File: config.mk
export PLATFORM = sky130hd
export DESIGN_NAME = trace_window_filter
export DESIGN_NICKNAME = d
export VERILOG_FILES = /design/src/rtl/trace_window_filter.sv
export SDC_FILE = /design/constraint.sdc
export NUM_CORES = 2
export LEC_CHECK = 0
export BUFFER_PORTS_ARGS = -buffer_cell sky130_fd_sc_hd__buf_4
export CAP_MARGIN = 20
export CORE_AREA = 2 2 571 573
export CTS_CLUSTER_DIAMETER = 200
export DETAILED_ROUTE_END_ITERATION = 8
export DIE_AREA = 0 0 573 575
export HOLD_SLACK_MARGIN = 0.02
export PLACE_DENSITY_LB_ADDON = 0.2
export SYNTH_ARGS = -nofsm -noshare
export SYNTH_HDL_FRONTEND = slang
export SYNTH_SLANG_ARGS = --single-unit
export TNS_END_PERCENT = 30
File: constraint.sdc
create_clock -name clk_i -period 5.5 [get_ports clk_i]
set_clock_uncertainty 0.2 [all_clocks]
set_input_delay 0.825 -clock clk_i [delete_from_list [all_inputs] [get_ports clk_i]]
set_output_delay 0.825 -clock clk_i [all_outputs]
set_load 0.02 [all_outputs]
File: src/rtl/trace_window_filter.sv
// Sequential PC/privilege trace filter: per-range include/exclude comparators, privilege mask,
// start/stop trigger window with emit budget, registered enable and per-range saturating hit counters.
module trace_window_filter #(
    parameter int unsigned NUM_RANGES = 8,
    parameter int unsigned ADDR_W     = 64,
    parameter int unsigned CNT_W      = 32,
    parameter int unsigned IDX_W      = ($clog2(NUM_RANGES) > 0) ? $clog2(NUM_RANGES) : 1
) (
    input  logic                         clk_i,
    input  logic                         rst_ni,
    input  logic                         trace_valid_i,
    input  logic [ADDR_W-1:0]            pc_i,
    input  logic [1:0]                   priv_lvl_i,
    input  logic [2:0]                   priv_en_i,
    input  logic [NUM_RANGES-1:0]        range_en_i,
    input  logic [NUM_RANGES-1:0]        range_excl_i,
    input  logic [NUM_RANGES*ADDR_W-1:0] range_base_i,
    input  logic [NUM_RANGES*ADDR_W-1:0] range_last_i,
    input  logic                         trig_en_i,
    input  logic [IDX_W-1:0]             start_idx_i,
    input  logic                         stop_en_i,
    input  logic [IDX_W-1:0]             stop_idx_i,
    input  logic [CNT_W-1:0]             budget_i,
    input  logic                         arm_i,
    input  logic                         disarm_i,
    input  logic                         clr_cnt_i,
    output logic                         valid_o,
    output logic                         enable_o,
    output logic [1:0]                   state_o,
    output logic [CNT_W-1:0]             emit_cnt_o,
    output logic [NUM_RANGES*CNT_W-1:0]  hit_cnt_o
);

    localparam int unsigned PAD_N = 1 << IDX_W;

    typedef enum logic [1:0] {
        IDLE    = 2'd0,
        ARMED   = 2'd1,
        ACTIVE  = 2'd2,
        STOPPED = 2'd3
    } state_t;

    state_t              state;
    logic [CNT_W-1:0]    emit_cnt;
    logic [NUM_RANGES-1:0] raw;
    logic [NUM_RANGES-1:0] hit;
    logic [PAD_N-1:0]    raw_pad;
    logic                priv_ok;
    logic                inc_any;
    logic                exc_any;
    logic                pass;
    logic                start_hit;
    logic                stop_hit;
    logic                eligible;
    logic                budget_ok;
    logic                emit;
    logic                budget_done;
    logic                arm_start;

    always_comb begin
        case (priv_lvl_i)
            2'b11:   priv_ok = priv_en_i[2];
            2'b01:   priv_ok = priv_en_i[1];
            2'b00:   priv_ok = priv_en_i[0];
            default: priv_ok = 1'b0;
        endcase
    end

    assign hit     = raw & range_en_i;
    assign inc_any = |(hit & ~range_excl_i);
    assign exc_any = |(hit & range_excl_i);
    assign pass    = priv_ok & inc_any & ~exc_any;

    // Trigger indices may point past NUM_RANGES; padded entries never match.
    assign raw_pad   = PAD_N'(raw);
    assign start_hit = raw_pad[start_idx_i];
    assign stop_hit  = stop_en_i & raw_pad[stop_idx_i];

    assign eligible    = trace_valid_i & ~disarm_i &
                         ((state == ACTIVE) | ((state == ARMED) & start_hit));
    assign budget_ok   = (budget_i == '0) | (emit_cnt < budget_i);
    assign emit        = eligible & pass & budget_ok;
    assign budget_done = emit & (budget_i != '0) & ((emit_cnt + CNT_W'(1)) == budget_i);
    assign arm_start   = arm_i & ~disarm_i & ((state == IDLE) | (state == STOPPED));

    always_ff @(posedge clk_i) begin
        if (!rst_ni) begin
            state    <= IDLE;
            valid_o  <= 1'b0;
            enable_o <= 1'b0;
            emit_cnt <= '0;
        end else begin
            valid_o  <= trace_valid_i;
            enable_o <= emit;
            if (disarm_i) begin
                state <= IDLE;
            end else begin
                case (state)
                    IDLE, STOPPED: if (arm_i) state <= trig_en_i ? ARMED : ACTIVE;
                    ARMED, ACTIVE: if (eligible) state <= (stop_hit | budget_done) ? STOPPED : ACTIVE;
                    default:       state <= IDLE;
                endcase
            end
            if (clr_cnt_i || arm_start) begin
                emit_cnt <= '0;
            end else if (emit && !(&emit_cnt)) begin
                emit_cnt <= emit_cnt + CNT_W'(1);
            end
        end
    end

    for (genvar k = 0; k < NUM_RANGES; k++) begin : g_range
        logic [CNT_W-1:0] cnt;

        assign raw[k] = (range_base_i[k*ADDR_W +: ADDR_W] <= pc_i) &&
                        (pc_i <= range_last_i[k*ADDR_W +: ADDR_W]);

        always_ff @(posedge clk_i) begin
            if (!rst_ni || clr_cnt_i) begin
                cnt <= '0;
            end else if (eligible && priv_ok && hit[k] && !(&cnt)) begin
                cnt <= cnt + CNT_W'(1);
            end
        end

        assign hit_cnt_o[k*CNT_W +: CNT_W] = cnt;
    end

    assign state_o    = state;
    assign emit_cnt_o = emit_cnt;

endmodule
==> results_dict.tcl <==
set metrics [dict create \
    dp_hpwl_mm 321.9 \
    fmax_mhz 182.8 \
    rows 209 \
    h-tree-depth 2 \
    die_h_um 575 \
    synth_simple_gate_area_share_pct 23.60 \
    crit_family "simple AND/OR/NAND/NOR gates" \
    die_w_um 573 \
    synth_edf_count 0 \
    worstHoldStart "g_range[6].cnt[24]$_SDFFE_PP0P_" \
    firstDrtPassIters 6 \
    setup_violations 0 \
    slowest_stage "or4_4" \
    synth_top_family_by_area "adder cells" \
    worst-setup-path-type "in2reg" \
    ys_warn_count 0 \
    syn_inst 5311 \
    hold_path_class "reg2reg" \
    clkLatencyLatePin_ps 610 \
    die_area_sq_um 329500 \
    path_buf_inv 10 \
    max-vdd-ir-drop_mv 0.2173 \
    synth_area_leaders "ha_1 33%, dfxtp_1 14%, a21oi_1 6.4%, inv_1 6.4%, nand4_1 4.2%" \
    nFillCells 36690 \
    cp_max_fo 16 \
    syn_avg_cell_area_sq_um 7.624 \
    leakagePower_nw 30.91 \
    design_power_total_mw 9.079 \
    clkTransAtPathRegs_ps 60 \
    path_cells "buf_4 -> buf_12 -> ha_1 -> nand4_1 -> buf_6 -> nor4_4 -> buf_4 -> nand4_1 -> buf_6 -> nor2_4 -> buf_6 -> nand3_1 -> buf_6 -> a2bb2oi_4 -> buf_6 -> o22ai_2 -> o21a_4 -> or4_4 -> buf_8 -> buf_4 -> or3_1 -> a21oi_1" \
    multi_input_comb_area_sq_um 32090 \
    port_buffers 1446 \
    finalHoldViolCount 0 \
    cp_common_cell "buf_6" \
    ys_ff_latch 292 \
    reg2reg_setup_slack_ps 1190 \
    critPathMaxStageDelay_ps 540 \
    post-place-cells 11650 \
    tightest_slew_ps 983.1 \
    cts_tree "yes" \
    yosysTopAreaCell "ha_1" \
    core_sq_um 323200 \
    drt-initial-drc-count 3393 \
    syn_nets 7533 \
    drtAntennaViolNets 0 \
    cts_sinks 292 \
    post-route-period-util_pct 99.44 \
    vias 50720 \
    cts_buffer_depth 3 \
    worstHoldEndpoint "g_range[6].cnt[24]$_SDFFE_PP0P_" \
    first_global_vias 50930 \
    ys.flop_type "dfxtp_1" \
    cts-root-buf "clkbuf_16" \
    max_slew_margin_pct 34.46 \
    yosysTopAreaCellShare_pct 32.97 \
    synth_compound_area_share_pct 17.48 \
    ff_latch_area_sq_um 5846 \
    numCtsBuffers 42 \
    remaining_drc_errors 0 \
    hold-path-cell-count 2 \
    crit_required_ps 5800 \
    finalNonFillerCells 11830 \
    synthTopCellsByCount "1067 x ha_1, 689 x inv_1, 519 x a21oi_1" \
    fin_nets 9602 \
    ff2ff_path_depth 13 \
    start_util_pct 12.53 \
    via_per_inst 4.286 \
    wl_per_cell_um 30.17 \
    grt_pass1_wl_mm 466.3 \
    p_per_area_nw_per_um2 140.1 \
    synth_cell_types 82 \
    async_flop_share_pct 0 \
    antenna_found_initial 180 \
    synth_area_sq_um 40490 \
    synthMuxAreaShare_pct 0.5469 \
    drive_above_1_share_pct 30.98 \
    grt_max_degree 107 \
    status "completed" \
    routed_wl_mm 357.0 \
    end_kind "flop" \
    synthAdderAreaFrac_pct 32.97 \
    slew_violations 0 \
    rsz0062_at_grt "yes" \
    gp_congestion 0.9781 \
    ys_seq_area_share_pct 14.44 \
    startpoint_type "input port" \
    syn_to_final_growth_pct 60.01 \
    synth.most_common_cell "ha_1" \
    gr-total-overflow 0 \
    maxCapViolCount 0 \
    grt_usage_pct 20.82 \
    r2r_end "state_o[0]$_SDFFE_PP0P_" \
    r2r_start "emit_cnt_o[0]$_SDFFE_PP0P_" \
    io_pins 1447 \
    synth_xor_area_share_pct 3.569 \
    cp.arrival_ps 5770 \
    fin_crit_ps 5469 \
]
==> logic make-up (layout without fill, tap and decap cells) <==
kind of cell,after synthesis,in the layout
and+or+nand+nor,1824,1824
AOI/OAI and AO/OA,1146,1146
adders and majority gates,1067,1067
buffers and inverters,795,2895
DFF,292,292
xor gates and xnor gates,165,165
muxes,22,22
other,0,97
==> flip-flops by register name, summed over array words and instances (netlist names) <==
signal	count
state_o	2
enable_o	1
g_range.cnt	256
valid_o	1
emit_cnt_o	32
==> metal layers <==
metal / vias to the layer above / share of wire (%) / track usage, %
met5: - / 0.096 / 0
met4: 52 / 3.9 / 8.537
met3: 398 / 7.1 / 5.323
met2: 1908 / 47 / 34.74
met1: 24540 / 42 / 25.31
li1: 23830 / - / -
==> per-stage QoR <==
| step | setup slack, ps | utilization [%] | setup TNS, ps | area, sq um | hold slack [ps] |
|---|---|---|---|---|---|
| 2_1_floorplan | 814.7 | - | 0 | 40490 | 348.9 |
| 3_3_place_gp | -1989 | 19.32 | -505980 | 62440 | 273.5 |
| 6_report | 30.80 | 20.05 | 0 | 64790 | 297.1 |
| 4_1_cts | -14.52 | 19.90 | -15.67 | 64310 | 281.0 |
| 5_1_grt | -34.48 | 20.02 | -366.8 | 64720 | 293.0 |
| 3_5_place_dp | -2036 | 19.32 | -525080 | 62450 | 287.0 |
==> layout make-up <==
cell class / count / area share (%)
Clock inverter: 14 / 0.4441
Timing Repair Buffer: 2131 / 26.35
Inverter: 689 / 3.992
Clock buffer: 61 / 1.935
Sequential cell: 292 / 9.022
Tap cell: 4325 / 8.352
Multi-Input combinational cell: 4224 / 49.53
Antenna cell: 97 / 0.3746
==> where the power goes <==
group,switching [mW],internal [mW],leakage (nW)
logic,2.14,1.73,27.8
clock network,1.17,1.92,0.754
registers,0.00102,2.12,2.35
total,3.31,5.77,30.9
==> cell usage in the layout, fill, tap and decap left out, types with 21 or more instances in the layout <==
cell type  count
a211oi_1      36
a21o_1       101
a21oi_1      517
a221o_1       25
a221oi_1      35
and3_1       100
and4_1        39
buf_12        78
buf_4       2039
clkbuf_16     44
dfxtp_1      292
diode_2       97
ha_1        1067
inv_1        689
mux2i_1       21
nand2_1      400
nand3_1      265
nand4_1      273
nor2_1       271
nor2b_1       30
nor3_1       101
nor4_1        86
o211ai_1      41
o21ai_0      189
o31ai_1       36
or2_2         22
or3_1         73
or4_1         46
xnor2_1      127
xor2_1        38
==> how the worst max path moves through the flow <==
| stage | cells past startpoint | start | endpoint | slack, ps |
|---|---|---|---|---|
| after floorplan | 16 | pc_i[14] | g_range[7].cnt[27]$_SDFFE_PP0P_ | 810 |
| after global placement | 24 | pc_i[44] | g_range[3].cnt[25]$_SDFFE_PP0P_ | -1990 |
| after detailed placement | 20 | pc_i[58] | g_range[6].cnt[10]$_SDFFE_PP0P_ | -2040 |
| after CTS | 18 | pc_i[59] | g_range[7].cnt[15]$_SDFFE_PP0P_ | -10 |
| after global routing | 23 | pc_i[49] | g_range[0].cnt[4]$_SDFFE_PP0P_ | -30 |
| final | 22 | pc_i[61] | g_range[7].cnt[15]$_SDFFE_PP0P_ | 30 |
==> repair_timing <==
item | CTS | global route
hold buffers | 0 | 0
gates resized for setup | 38 | 32
gates cloned | 1 | 1
pin swaps | 9 | 9
setup endpoints to repair | 291 | 207
setup buffers | 6 | 6
==> worst register-to-register path, delay by kind of cell, from the launching register on <==
| kind | cells | cell delay (ps) |
|---|---|---|
| AND/OR/NAND/NOR | 8 | 2230 |
| AO/OA/AOI/OAI | 2 | 650 |
| flip-flops | 1 | 460 |
| adder cells (fa/ha/maj) | 1 | 270 |
| XOR/XNOR | 1 | 250 |
| buffers and inverters | 1 | 180 |
(Power assumes the default switching activity.)
